<file path="config.mk">
export PLATFORM = sky130hd
export DESIGN_NAME = proc_multicycle
export DESIGN_NICKNAME = d
export VERILOG_FILES = /design/src/rtl/proc_multicycle.sv
export SDC_FILE = /design/constraint.sdc
export NUM_CORES = 1
export LEC_CHECK = 0
export ABC_AREA = 1
export BUFFER_PORTS_ARGS = -buffer_cell sky130_fd_sc_hd__buf_2
export CORE_ASPECT_RATIO = 1.4
export CORE_MARGIN = 1
export CORE_UTILIZATION = 50
export CTS_CLUSTER_SIZE = 28
export DETAILED_ROUTE_END_ITERATION = 10
export GPL_TIMING_DRIVEN = 0
export PLACE_DENSITY = 0.77
export SETUP_SLACK_MARGIN = 0.3
export SLEW_MARGIN = 40
export SYNTH_ARGS = -nofsm -noshare
export SYNTH_HDL_FRONTEND = slang
export SYNTH_SLANG_ARGS = --single-unit
</file>
<file path="constraint.sdc">
create_clock -name clk -period 2.65 [get_ports clk]
set_clock_uncertainty 0.1 [all_clocks]
set_input_delay 0.53 -clock clk [delete_from_list [all_inputs] [get_ports clk]]
set_output_delay 0.53 -clock clk [all_outputs]
set_load 0.01 [all_outputs]
</file>
<file path="src/rtl/proc_multicycle.sv">
// proc_multicycle: FETCH/DECODE/EXEC 16-bit-ISA core with handshaked fetch; PROC_PERF_CNT_EN adds perf counters
module proc_multicycle #(
  parameter int DATA_W = 16,
  parameter int NREGS = 8,
  parameter int RESET_PC = 0,
  parameter int FETCH_TIMEOUT = 15
) (
  input  logic              clk,
  input  logic              rst,
  output logic              imem_req,
  output logic [DATA_W-1:0] imem_addr,
  input  logic [15:0]       imem_rdata,
  input  logic              imem_valid,
  output logic              wb_en,
  output logic [2:0]        wb_sel,
  output logic [DATA_W-1:0] wb_data,
  output logic [DATA_W-1:0] pc_out,
  output logic              halted,
  output logic              err,
  output logic [31:0]       cycle_cnt,
  output logic [31:0]       instr_cnt
);
  typedef enum logic [1:0] {FETCH, DECODE, EXEC, HALT} state_t;
  localparam logic [4:0] OP_HALT = 5'b00000, OP_NOP = 5'b00001, OP_ADDI = 5'b01000,
                         OP_XOR = 5'b11011, OP_BEQZ = 5'b01100, OP_BNEZ = 5'b01101;
  localparam int TW = $clog2(FETCH_TIMEOUT + 1);
  state_t state;
  logic [15:0] instr;
  logic [DATA_W-1:0] pc, rs_data, imm, rs_now, rt_now;
  logic [DATA_W-1:0] regs [NREGS];
  logic [TW-1:0] tcnt;
  logic [4:0] op;
  logic illegal, take;
  assign op = instr[15:11];
  assign imm = {{(DATA_W-5){instr[4]}}, instr[4:0]};
  assign rs_now = regs[instr[10:8]];
  assign rt_now = regs[instr[7:5]];
  assign illegal = !(op inside {OP_HALT, OP_NOP, OP_ADDI, OP_XOR, OP_BEQZ, OP_BNEZ});
  assign take = (op == OP_BEQZ && rs_data == '0) || (op == OP_BNEZ && rs_data != '0);
  assign imem_req = state == FETCH;
  assign imem_addr = pc;
  assign pc_out = pc;
  assign halted = state == HALT;
  // Write-back is computed in DECODE so wb_* are registered and valid throughout EXEC
  always_ff @(posedge clk) begin
    if (rst) begin
      state <= FETCH;
      pc <= DATA_W'(RESET_PC);
      instr <= '0;
      rs_data <= '0;
      tcnt <= '0;
      err <= 1'b0;
      wb_en <= 1'b0;
      wb_sel <= '0;
      wb_data <= '0;
      for (int i = 0; i < NREGS; i++) regs[i] <= '0;
    end else begin
      case (state)
        FETCH: begin
          if (imem_valid) begin
            instr <= imem_rdata;
            tcnt <= '0;
            state <= DECODE;
          end else if (tcnt == TW'(FETCH_TIMEOUT - 1)) begin
            err <= 1'b1;
            state <= HALT;
          end else tcnt <= tcnt + 1'b1;
        end
        DECODE: begin
          rs_data <= rs_now;
          wb_en <= op == OP_ADDI || op == OP_XOR;
          wb_sel <= op == OP_ADDI ? instr[7:5] : instr[4:2];
          wb_data <= op == OP_ADDI ? rs_now + imm : rs_now ^ rt_now;
          state <= EXEC;
        end
        EXEC: begin
          if (wb_en) regs[wb_sel] <= wb_data;
          wb_en <= 1'b0;
          if (op == OP_HALT || illegal) begin
            err <= err | illegal;
            state <= HALT;
          end else begin
            pc <= pc + DATA_W'(2) + (take ? imm : '0);
            state <= FETCH;
          end
        end
        default: state <= HALT;
      endcase
    end
  end
`ifdef PROC_PERF_CNT_EN
  always_ff @(posedge clk) begin
    if (rst) begin
      cycle_cnt <= '0;
      instr_cnt <= '0;
    end else begin
      if (state != HALT) cycle_cnt <= cycle_cnt + 1;
      if (state == EXEC && !illegal) instr_cnt <= instr_cnt + 1;
    end
  end
`else
  assign cycle_cnt = '0;
  assign instr_cnt = '0;
`endif
endmodule
</file>
After elaboration in Yosys (flattened, before gate mapping)
Memories as Yosys holds them, arrays and structs flattened. A register that Yosys moved wholly into a read port is not among the register bits.
Index checks and enable logic that the tools add are counted.
- flip-flop bits (word level): 75
- RAM bits: 128
- input bits: 19
- logic and storage cells: 76
- memories: 1
- memories (memory ; depth ; width ; read ports ; clocked after memory_dff ; wr ports ; line ; source):
    regs ; 8 ; 16 ; 2 ; 2 ; 8 ; 30 ; logic [DATA_W-1:0] regs [NREGS];
- add/sub/neg operators: 4
- equal/unequal tests: 14
- mux-type cells: 27
- bitwise logic cells: 3
- reduce and logical (&&, ||, !) cells: 18
- operators by type and width (kind ; number):
    16-bit two-way mux ; 3
    16-bit adder ; 2
    3-bit two-way mux ; 6
    16-bit by 2-bit adder with 16-bit output (second input constant) ; 1
    16-bit logical NOT ; 1
    16-bit nonzero test ; 1
    16-bit OR reduction ; 1
    16-bit bitwise XOR ; 1
    5-bit by 4-bit equality test with 1-bit output (second input constant) ; 3
    1-bit two-way mux ; 10
    4-bit two-way mux ; 2
    2-bit two-way mux ; 3
    2-bit != test (second input constant) ; 3
    2-bit case mux with 3 select lines ; 1
    2-bit AND reduction ; 3
    6-bit nonzero test ; 1
    5-bit by 1-bit equality test with 1-bit output (second input constant) ; 1
    5-bit equality test (second input constant) ; 1
    5-bit logical NOT ; 1
    4-bit by 1-bit adder with 4-bit output (second input constant) ; 1
    2-bit equality test (second input constant) ; 2
    4-bit equality test (second input constant) ; 1
    1-bit case mux with 2 select lines ; 2
    4-bit AND reduction ; 1
    10 further kinds ; 14

Logic depth before layout (Yosys ltp)
- depth after elaboration: 6
- gate-level depth with buffers: 24
- depth with buffers taken out: 24

Worst setup path before layout
OpenSTA, ideal clock, no wires.
- kind: register to register
- from: register instr[13]
- to: register pc[15] (netlist: imem_addr[15])
- arrival time: 2.637 ns
- required time: 2.441 ns
- path slack: -0.196 ns
- cell stages (with the launch flop): 23
- cells stage by stage: dfxtp_1 -> nand2_1 -> nor3_1 -> nand2_1 -> nand2_1 -> nand2_1 -> ha_1 -> inv_1 -> ha_1 -> inv_1 -> fa_1 -> inv_1 -> nand3_1 -> nand2_1 -> nand2_1 -> nand2_1 -> nand3_1 -> nand2_1 -> inv_1 -> nand2_1 -> nand3_1 -> nand2_1 -> inv_1
- longest elaborated chain between the ends: 6
- elaborated cells between the ends (all ways): 16
- RTL lines (element ; line ; source):
    from (decl) ; 28 ; logic [15:0] instr;
    from (signal assigned) ; 61 ; instr <= imem_rdata;
    branches (longest 6 deep; another with 16-bit adder) ; n/a ;
    to (signal assigned) ; 48 ; pc <= DATA_W'(RESET_PC);
    to (signal assigned) ; 83 ; pc <= pc + DATA_W'(2) + (take ? imm : '0);
    to (decl) ; 29 ; logic [DATA_W-1:0] pc, rs_data, imm, rs_now, rt_now;
Several ways; the timed one is not identified.
A chain may end at the register's enable or synchronous reset.

==> results.toml <==
[run_status]
status = "complete, but fails checks"
violations = "design-rule violations, negative setup slack"

[cells_and_area]
final_nets = 2042
antennaDiodeCount = 0
layout-drive-gt1-share_pct = 27.9
fin_util_pct = 66.0
area_growth_pct = 29.5
final_cells = 2306

[synthesis]
synth.avg_cell_area_um2 = 7.42
synth_edf_count = 128
synth_top_area_share_pct = 29.6
synthFlopType = "edfxtp_1"
yosysUniqueCellTypes = 44
syn_inst = 1750
seq_area_frac_synth_pct = 42.1
synth_area_leaders = "edfxtp_1, dfxtp_1, nand2_1"
synth-seq-cells = 209
async_flop_share_pct = 0
synth_top_area_cell = "edfxtp_1"
ys_warn_count = 0
netlist_area_um2 = 13000

[routing]
routedWlPerCell_um = 21.5
vias = 13300
ant_nets = 0
routed_via_density = 5.75
dr_wl_met2_um = 24700
drt_iter0_drc = 1389
drc = 16
wl_um = 49600
drtPass1Iterations = 10
drt-met1-wl_um = 16300
highest_layer = "met4"
wl_met3_um = 4280

[setup_path]
worst_ep_required_time_ps = 2950
critPathLaunchType = "flop"
endpoint_kind = "flop"
worstSetupPathType = "flop to flop"
cp.arrival_ps = 3210
critPathMaxFanout = 6

[place]
place.gp.congestion = 1.00
portBuffers = 73
dp_hpwl_um = 34900
placedCellCount = 2205

[die]
die_y_um = 193
pin_count = 138
die_area_um2 = 26600
placementRows = 69
coreArea_um2 = 25500
die_w_um = 138
initial_utilization_pct = 51.0

[run]
max_cap_viol_count = 0

[power_and_ir_drop]
clockPowerShare_pct = 19.8
netSwitchingFraction_pct = 45.5
p_seq_share_pct = 27.5
leakage_nw = 7.36
p_int_mw = 8.69
max-vdd-ir-drop_mv = 0.845
p_per_area_nw_per_um2 = 949
switching_power_mw = 7.27
power_mw = 16.0
p_comb_share_pct = 52.7

[clocking]
ctsLongestPathBuffers = 3
cts_hold_buf = 0
root_buffer = "clkbuf_16"
cts_tree = "yes"
clock_latency_ps = 520
cts_sinks = 209
htreeDepth = 1
cts.clk_slew.worst_paths_ps = 70
cts_buffers = 22

[global_routing]
overflow = 0
antenna_found_initial = 0
grt_pass1_wl_um = 69600
grt_max_degree = 17
grt_pass1_vias = 12300
track_usage_pct = 35.3

[timing]
rsz0062_at_grt = "yes"
worstMarginPinSlew_ps = 859
max_freq_mhz = 344
final.setup.worst_slack_ps = -255
whs_ps = 180
min_period_over_period_pct = 110
fin_crit_ps = 2900
finalHoldViolCount = 0
slew_headroom_pct = 42.8
drv_slew = 0
setup_viol = 25

[hold_path]
min_path_type = "primary input to flop"
-- placed cells by master, fill, tap and decap left out, types with 64 or more instances in the layout --
cell type  instances
nand3_1           98
nand2_1          313
dfxtp_1           71
buf_2             93
inv_1            145
nor2_1           261
buf_4            131
edfxtp_1         128
conb_1            64
o21ai_0          125
a21oi_1           81
-- flip-flops by register name (all words and copies together) (netlist names), named ones only --
signal     count
err            1
imem_addr     16
instr         16
regs         128
rs_data       16
state          2
tcnt           4
wb_data       16
wb_en          1
wb_sel         3
-- power by group through the flow --
stage	Combinational [mW]	Clock, mW	Sequential (mW)
CTS	7.08	3.14	4.33
finish	8.41	3.15	4.39
global placement	6.38	0	4.36
global route	8.98	3.25	4.42
detailed placement	6.47	0	4.38
floorplan	4.36	0	4.29
-- per-stage QoR --
step	setup TNS, ps	cell area, um2	setup WS (ps)
2_1_floorplan	0	13600	31.3
3_3_place_gp	-84830	14300	-861
3_5_place_dp	-71450	14300	-933
4_1_cts	-2680	15800	-254
5_1_grt	-6620	16800	-378
6_report	-3810	16800	-255
-- kinds of logic after synthesis --
kind of cell | count (synthesis) | share of synthesized area [%]
xor gates and xnor gates | 14 | 0.945
AOI/OAI and AO/OA | 334 | 14.0
adders and majority gates | 52 | 5.13
DFF | 209 | 42.1
buffers and inverters | 334 | 12.8
other | 1 | 0.0289
and+or+nand+nor | 806 | 25.0
-- cell type report --
type	instances	area (um2)
Clock buffer	29	629
Timing Repair inverter	1	8.76
Clock inverter	11	97.6
Timing Repair Buffer	133	913
Tap cell	319	399
Sequential cell	209	5490
Buffer	159	1210
Inverter	175	689
Fill cell	2101	8660
Multi-Input combinational cell	1270	7380
-- worst paths after layout --
| path | endpoint | cells after the start | slack (ps) | from |
|---|---|---|---|---|
| max | wb_data[11] | 20 | -250 | flop |
| min | instr[14] | 3 | 180 | imem_rdata[14] |
| max reg2reg | wb_data[11] | 20 | -250 | flop |
| min reg2reg | flop | 2 | 380 | instr[9] |
-- synth_stat cells (all sizes together), types with 34 or more instances --
cell and n:
nor2 286, o211ai 34, dfxtp 81, ha 50, buf 123, inv 167, a21oi 113, nand2 382
clkbuf 36, o21ai 174, edfxtp 128, nand3 118
-- worst max-delay path, stage by stage (launching register included) --
cell and delay (ps):
dfxtp_4 370, buf_12 150, buf_12 140, buf_12 140
buf_8 140, nand2_2 60, o211ai_1 80, nand2_1 120
inv_2 60, o21ai_4 160, ha_4 250, nand2_2 70
nand2_2 80, a21oi_2 200, nand2_4 110, nand2_1 70
nand2_1 70, o21ai_2 190, nor2_4 60, nor2_2 90
nor2_1 40
-- metal layers --
metal  up-vias  GRT usage [%]
met2       829           64.2
met5         -              0
met4         0           31.6
li1       6061              -
met3       265           4.94
met1      6102           35.7
-- timing repair --
action	in CTS	in global routing
setup endpoints to repair	195	101
buffers inserted	25	32
resized for setup	165	180
pin swaps	27	70
cloned	0	4
(Power assumes the default switching activity.)
